<file path="src/rtl/stage2_if.sv">
// Operand/ALU bus between the stage-2 datapath and its surroundings.
// master drives the operand fields and RAM read data; slave (stage2) returns
// the resolved operand, RAM address, ALU result and zero flag.
interface stage2_if;
    logic [2:0]  mblock_s2;
    logic [7:0]  vr_source;
    logic [31:0] vr_value;
    logic [7:0]  vrw_source;
    logic [3:0]  alu_op;
    logic [15:0] pc;
    logic [31:0] ram_value;
    logic [31:0] vrw_value;
    logic [31:0] vw_value;
    logic [15:0] ram_address;
    logic        alu_is_zero;
    logic [31:0] vw_value_q;
    logic        alu_is_zero_q;

    modport master (
        output mblock_s2, vr_source, vr_value, vrw_source, alu_op, pc, ram_value,
        input  vrw_value, vw_value, ram_address, alu_is_zero, vw_value_q, alu_is_zero_q
    );

    modport slave (
        input  mblock_s2, vr_source, vr_value, vrw_source, alu_op, pc, ram_value,
        output vrw_value, vw_value, ram_address, alu_is_zero, vw_value_q, alu_is_zero_q
    );
endinterface

</file>
<file path="src/rtl/stage2.sv">
// Second pipeline stage: resolves the read-write operand from RAM, an
// immediate or the PC, drives the RAM read address, runs the ALU and
// provides both a combinational and a registered copy of the result.
module stage2 (
    input  logic     clk,
    input  logic     reset,
    stage2_if.slave  bus
);

    logic [15:0] ram_address;
    logic [31:0] vrw_value;
    logic [31:0] vw_value;
    logic        alu_is_zero;
    logic [31:0] vw_value_q;
    logic        alu_is_zero_q;

    // Operand resolution: pick RAM address and vrw source from the addressing mode.
    always_comb begin
        ram_address = {8'h00, bus.vrw_source};
        vrw_value   = bus.ram_value;
        case (bus.mblock_s2)
            3'd0, 3'd3: begin
                ram_address = {8'h00, bus.vrw_source};
                vrw_value   = bus.ram_value;
            end
            3'd1: begin
                ram_address = bus.vr_value[15:0];
                vrw_value   = bus.ram_value;
            end
            3'd2: begin
                ram_address = {bus.vr_source, bus.vrw_source};
                vrw_value   = bus.ram_value;
            end
            3'd4, 3'd5: begin
                ram_address = {8'h00, bus.vrw_source};
                vrw_value   = {24'h000000, bus.vrw_source};
            end
            3'd6: begin
                ram_address = {bus.vr_source, bus.vrw_source};
                vrw_value   = {16'h0000, bus.vr_source, bus.vrw_source};
            end
            3'd7: begin
                ram_address = {8'h00, bus.vrw_source};
                vrw_value   = {16'h0000, bus.pc};
            end
            default: begin
                ram_address = {8'h00, bus.vrw_source};
                vrw_value   = bus.ram_value;
            end
        endcase
    end

    // ALU: A = resolved vrw operand, B = vr operand; undefined ops yield zero.
    always_comb begin
        vw_value = 32'h0000_0000;
        case (bus.alu_op)
            4'd0:    vw_value = vrw_value + bus.vr_value;
            4'd1:    vw_value = vrw_value - bus.vr_value;
            4'd2:    vw_value = vrw_value & bus.vr_value;
            4'd3:    vw_value = vrw_value | bus.vr_value;
            4'd4:    vw_value = vrw_value ^ bus.vr_value;
            4'd5:    vw_value = vrw_value << bus.vr_value[4:0];
            4'd6:    vw_value = vrw_value >> bus.vr_value[4:0];
            4'd7:    vw_value = bus.vr_value;
            default: vw_value = 32'h0000_0000;
        endcase
        alu_is_zero = (vw_value == 32'h0000_0000);
    end

    // Registered copy of the ALU result and flag, cleared asynchronously by reset.
    always_ff @(posedge clk or posedge reset) begin
        if (reset) begin
            vw_value_q    <= 32'h0000_0000;
            alu_is_zero_q <= 1'b0;
        end else begin
            vw_value_q    <= vw_value;
            alu_is_zero_q <= alu_is_zero;
        end
    end

    assign bus.ram_address   = ram_address;
    assign bus.vrw_value     = vrw_value;
    assign bus.vw_value      = vw_value;
    assign bus.alu_is_zero   = alu_is_zero;
    assign bus.vw_value_q    = vw_value_q;
    assign bus.alu_is_zero_q = alu_is_zero_q;

endmodule

</file>
<file path="src/flat_wrapper.sv">
// flat-port wrapper written by rule: the top's interface ports become plain ports
module stage2_flat 
  (clk, reset, bus_mblock_s2, bus_vr_source, bus_vr_value, bus_vrw_source, bus_alu_op, bus_pc, bus_ram_value, bus_vrw_value, bus_vw_value, bus_ram_address, bus_alu_is_zero, bus_vw_value_q, bus_alu_is_zero_q);
  stage2_if bus_i ();
  input  logic clk;
  input  logic reset;
  input wire logic [$bits(bus_i.mblock_s2)-1:0] bus_mblock_s2;
  input wire logic [$bits(bus_i.vr_source)-1:0] bus_vr_source;
  input wire logic [$bits(bus_i.vr_value)-1:0] bus_vr_value;
  input wire logic [$bits(bus_i.vrw_source)-1:0] bus_vrw_source;
  input wire logic [$bits(bus_i.alu_op)-1:0] bus_alu_op;
  input wire logic [$bits(bus_i.pc)-1:0] bus_pc;
  input wire logic [$bits(bus_i.ram_value)-1:0] bus_ram_value;
  output wire logic [$bits(bus_i.vrw_value)-1:0] bus_vrw_value;
  output wire logic [$bits(bus_i.vw_value)-1:0] bus_vw_value;
  output wire logic [$bits(bus_i.ram_address)-1:0] bus_ram_address;
  output wire logic [$bits(bus_i.alu_is_zero)-1:0] bus_alu_is_zero;
  output wire logic [$bits(bus_i.vw_value_q)-1:0] bus_vw_value_q;
  output wire logic [$bits(bus_i.alu_is_zero_q)-1:0] bus_alu_is_zero_q;
  assign bus_i.mblock_s2 = bus_mblock_s2;
  assign bus_i.vr_source = bus_vr_source;
  assign bus_i.vr_value = bus_vr_value;
  assign bus_i.vrw_source = bus_vrw_source;
  assign bus_i.alu_op = bus_alu_op;
  assign bus_i.pc = bus_pc;
  assign bus_i.ram_value = bus_ram_value;
  assign bus_vrw_value = bus_i.vrw_value;
  assign bus_vw_value = bus_i.vw_value;
  assign bus_ram_address = bus_i.ram_address;
  assign bus_alu_is_zero = bus_i.alu_is_zero;
  assign bus_vw_value_q = bus_i.vw_value_q;
  assign bus_alu_is_zero_q = bus_i.alu_is_zero_q;
  stage2 u_core (.clk(clk), .reset(reset), .bus(bus_i));
endmodule
</file>
<file path="config.mk">
export PLATFORM = sky130hd
export DESIGN_NAME = stage2_flat
export DESIGN_NICKNAME = d
export VERILOG_FILES = /design/src/rtl/stage2_if.sv /design/src/rtl/stage2.sv /design/src/flat_wrapper.sv
export SDC_FILE = /design/constraint.sdc
export NUM_CORES = 1
export LEC_CHECK = 0
export CELL_PAD_IN_SITES_DETAIL_PLACEMENT = 1
export CELL_PAD_IN_SITES_GLOBAL_PLACEMENT = 1
export CORE_ASPECT_RATIO = 2
export CORE_MARGIN = 2
export CORE_UTILIZATION = 42
export CTS_CLUSTER_SIZE = 12
export DETAILED_ROUTE_END_ITERATION = 7
export PLACE_DENSITY = 0.95
export SYNTH_ARGS = -nofsm -noshare
export SYNTH_HDL_FRONTEND = slang
export SYNTH_SLANG_ARGS = --single-unit
</file>
<file path="constraint.sdc">
create_clock -name clk -period 32.4 [get_ports clk]
set_input_delay 9.72 -clock clk [delete_from_list [all_inputs] [get_ports clk]]
set_output_delay 9.72 -clock clk [all_outputs]
set_load 0.03 [all_outputs]
</file>
==> impl_results.md, run 1 <==
* Outcome: completed
* Vias in the first global route at 15100
* Initial DRT Pass Iterations at 6
* Crit path max-delay family: compound AO/OA/AOI/OAI gates
* Period minus WS final at 26.50 ns
* Initial core utilization at 42.6%
* Post-CTS sizing at 0
* Instance count on the critical path at 22
* Post-synthesis sequential area ratio at 7.58%
* Die area at 0.0273 mm^2
* HPWL after detailed placement at 52700 um
* Dominant cell type by area after synthesis: ha_1
* Number of synthesized flops with an enable pin at 0
* # Post-CTS Setup Buffers at 0
* Yosys reg bits at 33
* Clock root buffer: clkbuf_16
* CP max FO at 45
* FMAX at 37.7 MHz
* Top Ports at 219
* TritonCTS Buffers at 5
* Rel. slew slack at 12.7%
* Synth Instances at 1505
* Buf/Inv on CP at 4
* Critical path cell sequence: buf_4 -> inv_1 -> buf_4 -> ha_1 -> or4b_1 -> nor3_1 -> nand3_1 -> o21ai_0 -> xnor2_1 -> ha_1 -> a21o_1 -> a21o_1 -> a21oi_1 -> o21ai_0 -> a31oi_1 -> o21ai_0 -> a21oi_1 -> o21ai_0 -> nand4_1 -> nand4b_1 -> nor4_2 -> clkdlybuf4s50_1
* Count leader, synth: nand2_1
* Die Wd at 118 um
* GRT Util Overall at 47.8%
* WP data required at 22.68 ns
* Setup TNS at 0 ns
* CTS tree: yes
* Top cell type's share of synthesized area at 11.3%
* Share of cells above drive strength 1 at 8.69%
* Hold Vio Cnt, Final at 0
* CTS Hold Bufs at 0
* Die height at 232 um
* Most common cell on crit path: o21ai_0
* Cell Pwr Density at 28.7 mW/mm^2
* CTS max path bufs at 2
* Ys flop type: dfrtp_1
* Worst Tran Pin Value at 1.30 ns
* Sink Count at 33
* Final instance area at 0.0134 mm^2
* Vias post-DR at 14700
* Row cnt at 83
* Synth async-reset ratio at 100%
* Avg WL per Cell at 33.9 um
* Post-synthesis cell area at 0.0109 mm^2
* Mean Syn Cell Area at 7.24 um^2
* Global route overflow at 0
* Avg Vias per Cell at 7.40
* Slowest cell delay on critical path at 0.73 ns
* Setup-failing EPs final at 0
* Final wirelength at 67300 um
* Placed Area at 0.0133 mm^2
* Maximum vdd drop at 0.0195 mV
* Inst Count DP at 1977
* Crit Path Category: in2out
* Synth cell count leaders: 139 x nand2_1, 128 x nor2_1, 108 x a21oi_1
* Maximum number of pins on one net before global-route repair at 81
* Slowest cell on crit path: clkdlybuf4s50_1
* Residual DRC at 0
* CTS H-tree lvls at 2
* M1 GR Usage at 44.8%
* Buffers on Ports at 218
* Final std cells w/o fill at 1988
* Core area at 0.0255 mm^2
* Global-route wire length before repair at 97100 um
* Crit. End Element: output port
* Post-synth net total at 1709
* Syn. warnings at 0
* GR Layer Usage met3 at 10.2%
* Worst path arrival time at 16.78 ns
* Initial antenna violation count at 2
* RSZ-0062 raised after global routing: false
* Crit path launch type: input pin
* Layout area overhead at 23.0%
* Post-layout net count at 1849
* Max-capacitance violation count at 0
* Period utilisation layout at 81.8%
* Count of cell types in the netlist at 92
* Final core utilization at 52.5%
* Max Slew Vio Count at 0
* Detail Route Antenna Nets at 0
* Fill cells at 3259
* Pleak at 5.40 nW
* DR iter-0 viols at 1886
* Hold WC Path Type: in2async
* GR Layer Usage met2 at 80.7%
* Worst-path clk slew at 0.06 ns
* Placer's final routability congestion estimate at 1.07
* Gr busiest metal: met2
* Top area cells in the synthesized netlist: ha_1 11%, dfrtp_1 7.6%, mux4_2 6.6%, mux2i_1 5.2%, a21oi_1 5.0%
-- worst paths after layout --
check	startpoint	slack (ns)	to
max in group asynchronous	reset	22.21	u_core.bus.vw_value_q[25]
max	bus_vr_value[0]	5.90	bus_alu_is_zero
min	reset	9.85	u_core.bus.vw_value_q[13]
min in group clk	bus_vr_value[3]	10.34	u_core.bus.vw_value_q[28]
-- report_power, final --
group	leakage (nW)	internal (mW)	switching, mW
clock	0.0652	0.0287	0.0214
sequential	0.434	0.0463	0.00169
combinational	4.90	0.0996	0.187
-- registers in the layout (all words and copies together), names as in the netlist --
signal                    flops
u_core.bus.alu_is_zero_q      1
u_core.bus.vw_value_q        32
-- worst min-delay path: stages --
cell and delay, ns:
clkdlybuf4s50_1 0.40, inv_1 0.06, buf_4 0.41
-- cells in the final DEF (no fill, tap or decap), types with 23 or more instances in the layout --
cell / Yosys / routed
mux2i_1: 57 / 57
clkdlybuf4s50_1: 0 / 213
a21oi_1: 108 / 108
a21o_1: 23 / 23
mux4_2: 32 / 32
nand2_1: 139 / 139
nand3_1: 40 / 40
xnor2_1: 37 / 37
dfrtp_1: 33 / 33
o211ai_1: 36 / 36
buf_4: 7 / 41
o21ai_0: 91 / 91
inv_1: 81 / 81
nor2_1: 128 / 127
a31oi_1: 36 / 36
nor3_1: 31 / 29
nor4_1: 23 / 23
ha_1: 98 / 98
-- through the flow --
step	setup slack [ns]	hold WS (ns)	power, mW
after detailed placement	6.30	10.18	0.323
final	5.90	9.85	0.385
after CTS	6.26	9.87	0.373
after global routing	5.70	9.92	0.396
after floorplan	7.08	9.85	0.209
after global placement	6.45	10.15	0.315
-- kinds of logic after synthesis --
kind of cell | share of synthesized area (%)
compound gates | 33.4
xor+xnor | 4.15
fa+ha+maj | 11.4
buf+inv | 7.98
flops | 7.58
mux | 14.4
simple gates | 21.0
-- area by class of cell --
class	count	area (um^2)	area share, %
inverter	89	334	2.49
tap	340	425	3.17
multi-input combinational	1259	9220	68.8
antenna	2	5.00	0.0373
sequential	33	826	6.16
timing repair buffer	257	2450	18.3
clock buffer	8	136	1.02
-- layer usage --
metal / up-vias / wire [um]
li1: 6017 / -
met1: 7051 / 20600
met2: 1156 / 32000
met3: 484 / 5430
met4: 0 / 9270
met5: - / 0
No activity file was read; power rests on OpenSTA's default activity.
==> run 2, diff against run 1 <==
--- a/config.mk
+++ b/config.mk
@@ -9,10 +9,10 @@
 export CELL_PAD_IN_SITES_GLOBAL_PLACEMENT = 1
 export CORE_ASPECT_RATIO = 2
 export CORE_MARGIN = 2
-export CORE_UTILIZATION = 42
+export CORE_UTILIZATION = 39
 export CTS_CLUSTER_SIZE = 12
 export DETAILED_ROUTE_END_ITERATION = 7
-export PLACE_DENSITY = 0.95
+export PLACE_DENSITY = 0.94
 export SYNTH_ARGS = -nofsm -noshare
 export SYNTH_HDL_FRONTEND = slang
 export SYNTH_SLANG_ARGS = --single-unit
==> constraint.sdc (replaced) <==
create_clock -name clk -period 27.6 [get_ports clk]
set_input_delay 8.28 -clock clk [delete_from_list [all_inputs] [get_ports clk]]
set_output_delay 8.28 -clock clk [all_outputs]
set_load 0.03 [all_outputs]
==> impl_results.md, run 2 (synthesis results as in run 1) <==
* Maximum number of pins on one net before global-route repair at 70
* Post-layout net count at 1844
* Residual DRC at 0
* Reg power frac at 12.4%
* Post-CTS sizing at 0
* Vias in the first global route at 15000
* Worst Tran Pin Value at 1.25 ns
* Largest regs: u_core.bus.vw_value_q x32, u_core.bus.alu_is_zero_q x1
* Die height at 240 um
* Period minus WS final at 23.65 ns
* Max Slew Vio Count at 0
* Most common cell after layout, fill and taps aside: clkdlybuf4s50_1
* Detail Route Antenna Nets at 0
* Crit path launch type: input pin
* CP startpoint: bus_alu_op[2]
* Crit Path Category: in2out
* Slowest cell on crit path: or4b_1
* Hold WC Path Type: in2async
* Gate power share at 72.6%
* Global route overflow at 0
* Footprint of the multi-input gates at 0.00924 mm^2
* Share of cells above drive strength 1 at 8.65%
* Initial antenna violation count at 0
* Setup TNS at 0 ns
* Hold Vio Cnt, Final at 0
* FMAX at 42.3 MHz
* N_diodes at 0
* Switch Pwr at 241 uW
* Worst-path clk slew at 0.06 ns
* Largest Register: u_core.bus.vw_value_q
* HPWL after detailed placement at 51700 um
* Max reg flops at 32
* Top Ports at 219
* Final wirelength at 65300 um
* Sink Count at 33
* Max-capacitance violation count at 0
* Core area at 0.0275 mm^2
* Clock root buffer: clkbuf_16
* Maximum vdd drop at 0.0220 mV
* Initial DRT Pass Iterations at 5
* Die Wd at 122 um
* Row cnt at 86
* Final instance area at 0.0134 mm^2
* CTS H-tree lvls at 2
* GRT Util Overall at 44.0%
* Cell Pwr Density at 34.0 mW/mm^2
* Layout area overhead at 23.3%
* Rel. slew slack at 16.2%
* # Post-CTS Setup Buffers at 0
* Buffers on Ports at 218
* CTS tree: yes
* Avg WL per Cell at 32.8 um
* Pleak at 5.40 nW
* RSZ-0062 raised after global routing: false
* Vias post-DR at 14500
* Crit. End Element: output port
* WP data required at 19.32 ns
* Die area at 0.0294 mm^2
* FF/Latch Area at 826 um^2
* Sw frac at 52.7%
* Avg Vias per Cell at 7.26
* WHS at 8.39 ns
* Critical path cell sequence: clkdlybuf4s50_1 -> or4b_1 -> nor2_1 -> a21oi_1 -> fa_1 -> xor2_1 -> xnor2_1 -> xnor2_1 -> o221ai_1 -> a31oi_1 -> o211ai_1 -> or4_1 -> or4_1 -> or4_1 -> nor4_1 -> nand3b_1 -> nor4_2 -> clkdlybuf4s50_1
* Clock share of power at 15.1%
* TritonCTS Buffers at 5
* Worst path arrival time at 15.37 ns
* CTS max path bufs at 2
* Setup-failing EPs final at 0
* Global-route wire length before repair at 95200 um
* DR iter-0 viols at 1566
* Outcome: completed
* CTS Hold Bufs at 0
* Fill cells at 3470
* Slowest cell delay on critical path at 1.13 ns
* Most common cell on crit path: or4_1
* Most frequent cells in the layout: 213 x clkdlybuf4s50_1, 139 x nand2_1, 127 x nor2_1
* Placed Area at 0.0133 mm^2
* Period utilisation layout at 85.7%
* Initial core utilization at 39.5%
* CP max FO at 24
* Cell Int Power at 216 uW
* Placer's final routability congestion estimate at 1.08
[run 2: worst paths after layout]
check | end | slack [ns] | cells after the start
setup / recovery | bus_alu_is_zero | 3.95 | 18
hold / removal | u_core.bus.vw_value_q[23] | 8.39 | 3
max in group asynchronous | u_core.bus.vw_value_q[25] | 18.88 | 3
min in group clk | u_core.bus.vw_value_q[14] | 8.82 | 5
[run 2: power groups by stage]
| stage | Sequential (mW) | Clock, mW | Combinational, mW |
|---|---|---|---|
| 4_1_cts | 0.0567 | 0.0679 | 0.320 |
| 3_5_place_dp | 0.0575 | 0 | 0.318 |
| 3_3_place_gp | 0.0567 | 0 | 0.312 |
| 6_report | 0.0565 | 0.0689 | 0.331 |
| 5_1_grt | 0.0569 | 0.0700 | 0.346 |
| 2_1_floorplan | 0.0694 | 0 | 0.176 |
[run 2: per-layer routing]
layer | GRT usage, % | part of all wire (%) | up-vias
li1 | - | - | 6012
met3 | 9.23 | 8.3 | 443
met4 | 46.7 | 13 | 0
met5 | 0 | 0 | -
met2 | 73.0 | 47 | 1072
met1 | 42.8 | 31 | 6948
[run 2: layout make-up]
type | instances | area share (%)
Multi-Input combinational cell | 1259 | 68.8
Inverter | 89 | 2.49
Timing Repair Buffer | 252 | 18.0
Clock buffer | 7 | 1.06
Tap cell | 352 | 3.28
Sequential cell | 33 | 6.15
Clock inverter | 1 | 0.224
[run 2: critical path, delay by kind of cell]
family,cells,cell delay [ns]
AO/OA/AOI/OAI,4,0.68
AND/OR/NAND/NOR,8,3.74
adder cells (fa/ha/maj),1,0.51
XOR/XNOR,3,0.55
buffers and inverters,2,1.62
[run 2: through the flow]
step,utilization (%),setup WS [ns],total power [mW],cells
6_report,48.7,3.95,0.457,1993
5_1_grt,48.7,3.67,0.472,1993
4_1_cts,48.7,4.05,0.445,1993
3_5_place_dp,48.1,4.09,0.376,1985
3_3_place_gp,48.1,4.29,0.369,1985
2_1_floorplan,-,5.16,0.246,1505
==> run 3, diff against run 2 <==
--- a/config.mk
+++ b/config.mk
@@ -8,7 +8,7 @@
 export CELL_PAD_IN_SITES_DETAIL_PLACEMENT = 1
 export CELL_PAD_IN_SITES_GLOBAL_PLACEMENT = 1
 export CORE_ASPECT_RATIO = 2
-export CORE_MARGIN = 2
+export CORE_MARGIN = 4
 export CORE_UTILIZATION = 39
 export CTS_CLUSTER_SIZE = 12
 export DETAILED_ROUTE_END_ITERATION = 7
==> impl_results.md, run 3 (synthesis results as in run 1) <==
* CP max FO at 49
* Hold WC Path Type: in2async
* WP data required at 19.32 ns
* Final wirelength at 64000 um
* GRT Util Overall at 39.8%
* Total power at 441 uW
* CP startpoint: bus_vr_value[0]
* FMAX at 42.3 MHz
* Core area at 0.0275 mm^2
* Crit Path Category: in2out
* Period minus WS final at 23.65 ns
* Period utilisation layout at 85.7%
* Global-route wire length before repair at 93700 um
* Setup crit end: bus_alu_is_zero
* Max-capacitance violation count at 0
* Cell Pwr Density at 32.9 mW/mm^2
* Initial DRT Pass Iterations at 6
* Avg WL per Cell at 32.1 um
* Top Ports at 219
* DR iter-0 viols at 1603
* Global route overflow at 0
* Most common cell after layout, fill and taps aside: clkdlybuf4s50_1
* Footprint of the multi-input gates at 0.00923 mm^2
* Die Wd at 126 um
* Inst Count DP at 1986
* Share of cells above drive strength 1 at 8.71%
* Worst-path clk slew at 0.06 ns
* Vias post-DR at 14200
* Largest Register: u_core.bus.vw_value_q
* Max reg flops at 32
* Die area at 0.0308 mm^2
* Row cnt at 86
* Pleak at 5.38 nW
* HPWL after detailed placement at 51000 um
* Residual DRC at 0
* FF/Latch Area at 826 um^2
* Maximum number of pins on one net before global-route repair at 70
* CTS max path bufs at 2
* Rel. slew slack at 17.7%
* N_diodes at 0
* Die height at 244 um
* RSZ-0062 raised after global routing: false
* Max Slew Vio Count at 0
* Clock root buffer: clkbuf_16
* Detail Route Antenna Nets at 0
* CTS H-tree lvls at 2
* Crit path launch type: input pin
* Post-layout worst setup margin at 3.95 ns
* Initial core utilization at 39.5%
* Fill cells at 3486
* Worst path arrival time at 15.37 ns
* CTS tree: yes
* Setup TNS at 0 ns
* # Post-CTS Setup Buffers at 0
* Buffers on Ports at 218
* Outcome: completed
* Post-CTS sizing at 0
* CTS Hold Bufs at 0
* Placer's final routability congestion estimate at 1.10
* Pre-CTS WS at 4.06 ns
* Avg Vias per Cell at 7.11
* Sink Count at 33
* Maximum vdd drop at 0.0194 mV
* Setup-failing EPs final at 0
* Worst Tran Pin Value at 1.23 ns
* Largest regs: u_core.bus.vw_value_q x32, u_core.bus.alu_is_zero_q x1
* Hold Vio Cnt, Final at 0
* Crit. End Element: output port
* Most frequent cells in the layout: 213 x clkdlybuf4s50_1, 139 x nand2_1, 127 x nor2_1
* WHS at 8.42 ns
* TritonCTS Buffers at 5
* Final std cells w/o fill at 1994
* Initial antenna violation count at 1
* Post-layout net count at 1845
* Layout area overhead at 23.0%
* Vias in the first global route at 14800
-- run 3: area by class of cell --
class                   instances  area share, %
clock buffers                   5          0.934
clock inverters                 3          0.131
inverters                      89           2.49
multi-input cells            1259           68.9
flip-flops and latches         33           6.16
well taps                     352           3.29
repair buffers                253           18.1
-- run 3: metrics by stage --
step	cell area (um^2)	utilization, %
2_1_floorplan	10900	-
3_3_place_gp	13200	48.1
3_5_place_dp	13200	48.1
4_1_cts	13400	48.6
5_1_grt	13400	48.6
6_report	13400	48.6
-- run 3: metal layers --
metal	routed length, um	up-vias	GRT usage (%)
met2	30700	976	68.1
li1	-	5991	-
met3	5240	400	7.17
met1	19900	6802	39.4
met4	8040	2	38.6
met5	18	-	0
-- run 3: worst min path at each step --
stage / slack (ns) / endpoint / cells past startpoint / from
after global routing: 8.46 / u_core.bus.vw_value_q[18] / 3 / reset
final: 8.42 / u_core.bus.vw_value_q[18] / 3 / reset
after detailed placement: 8.73 / u_core.bus.vw_value_q[8] / 3 / reset
after global placement: 8.71 / u_core.bus.vw_value_q[16] / 3 / reset
after floorplan: 8.41 / u_core.bus.alu_is_zero_q / 1 / reset
after CTS: 8.43 / u_core.bus.vw_value_q[13] / 3 / reset
-- run 3: worst max-delay path: stages --
cell and delay [ns]:
buf_4 0.30, inv_1 0.12, buf_4 0.38, ha_1 0.28, or4b_1 0.55, nor3_1 0.30
nand3_1 0.31, o21ai_0 0.33, xnor2_1 0.16, ha_1 0.36, a21o_1 0.22, a21o_1 0.17
a21oi_1 0.38, mux2i_1 0.15, a221o_1 0.38, a221oi_1 0.55, o211ai_1 0.26, nor2_1 0.20
o211ai_1 0.14, nor4_1 0.27, nand3b_1 0.17, nor4_2 0.33, clkdlybuf4s50_1 0.74
-- run 3: report_power, final --
group	switching (mW)	total, mW	leakage (nW)	internal, mW
Clock	0.0236	0.0567	0.0696	0.0331
Sequential	0.00160	0.0560	0.434	0.0544
Combinational	0.212	0.329	4.88	0.117
==> edit (flow settings as in run 3) <==
Remove the case item `4'd1` of the case on `bus.alu_op`.
--- a/src/rtl/stage2.sv
+++ b/src/rtl/stage2.sv
@@ -55,7 +55,6 @@
         vw_value = 32'h0000_0000;
         case (bus.alu_op)
             4'd0:    vw_value = vrw_value + bus.vr_value;
-            4'd1:    vw_value = vrw_value - bus.vr_value;
             4'd2:    vw_value = vrw_value & bus.vr_value;
             4'd3:    vw_value = vrw_value | bus.vr_value;
             4'd4:    vw_value = vrw_value ^ bus.vr_value;
Behaviour: not the same (Yosys sat finds a counterexample within 4 cycles, from zero or initial values and one cycle with reset high).
==> edit against run 3 <==
  * Clock power grew 4.4%
  * Worst hold slack lost 3.6 ps
  * Worst setup slack gained 450 ps
  * First-iteration DRC count shrank 19%
  * Total power shrank 12%
  * Sequential cell count is the same
  * Combinational power shrank 17%
  * Non-clock buffer count shrank 2
  * Core utilization grew 1.2 points
  * Synthesized cell count shrank 16%
  * Design area shrank 11%
  * Area after synthesis shrank 13%
  * Routed wire length shrank 13%
  * Critical path type unchanged
==> edit: results (changes against run 3) <==
| Metric | Value |
|---|---|
| Outcome | finished clean (unchanged) |
| Multi-input comb cells | 1038 (was 1259) |
| Clock-cell share of area | 0.0133 (was 0.0106) |
| Syn Inst Count | 1268 (was 1505) |
| Area occupied by multi-input gates | 7820 um^2 (was 9230 um^2) |
| Post-synthesis compound-gate area fraction | 0.314 (was 0.334) |
| Antenna violations before repair | 0 (was 1) |
| Hpwl dp | 44300 um (was 51000 um) |
| Clock buffer cells | 7 (was 5) |
| Worst VDD drop | 0.0000237 V (was 0.0000194 V) |
| Mapped Nets | 1439 (was 1709) |
| Post-synthesis xor/xnor area fraction | 0.0111 (was 0.0415) |
| Met2 Resource Use GR | 0.696 (was 0.681) |
| Starting DRC count in detailed routing | 1305 (was 1603) |
| Dominant cells by area after synthesis | dfrtp_1, ha_1, mux2i_1, mux4_2, nor2_1 (was ha_1, dfrtp_1, mux4_2, mux2i_1, a21oi_1) |
| CP max stage delay | 950 ps (was 740 ps) |
| First-pass GRT wire length | 81100 um (was 93700 um) |
| Filler Cells Inserted | 2957 (was 3486) |
| Register area share after synthesis | 0.0876 (was 0.0758) |
| TritonRoute pass-1 iters | 5 (was 6) |
| Setup crit start | bus_mblock_s2[1] (was bus_vr_value[0]) |
| Non-clk bufs | 251 (was 253) |
| Via Count | 12022 (was 14171) |
| Signal buf overhead | 0.203 (was 0.181) |
| Synth top cells by count | nor2_1, nand2_1, clkbuf_1 (was nand2_1, nor2_1, a21oi_1) |
| Gr usage total | 0.392 (was 0.398) |
| Placed cell count | 1687 (was 1986) |
| Layout cells sized above 1 | 0.0938 (was 0.0871) |
| Crit-path max FO | 21 (was 49) |
| Uppermost routed layer | met4 (was met5) |
| Seq/total area | 0.0696 (was 0.0616) |
| Int Pwr | 0.192 mW (was 0.204 mW) |
| Synth unique cells | 90 (was 92) |
| Vias per cell | 7.09 (was 7.11) |
| Metal-1 WL | 19000 um (was 19900 um) |
| Max_slew headroom | 0.204 (was 0.177) |
==> edit: changes by cell type in the layout (fill, tap and decap cells not counted), sizes merged, moves of 9 or more <==
cell,run 3,this run
nand3,40,28
nor2,128,110
a21oi,108,66
ha,98,65
nand4,22,13
nand2,140,86
nor4,24,9
nand2b,19,38
a2111oi,16,2
a31oi,39,21
xnor2,38,6
mux2i,58,75
inv,87,75
o21ai,95,74
==> edit: final timing paths <==
path                       cells past startpoint                        end  slack, ps
max                                           16            bus_alu_is_zero       4400
min                                            3   u_core.bus.vw_value_q[7]       8420
max in group asynchronous                      3  u_core.bus.vw_value_q[26]      18870
min in group clk                               4  u_core.bus.vw_value_q[18]       8970
==> edit: through the flow <==
| step | hold WS, ps | cell area (um^2) | setup slack, ps |
|---|---|---|---|
| global placement | 8690 | 11700 | 4840 |
| detailed placement | 8730 | 11700 | 4590 |
| floorplan | 8410 | 9430 | 6220 |
| global route | 8470 | 11900 | 4160 |
| finish | 8420 | 11900 | 4400 |
| CTS | 8440 | 11900 | 4540 |
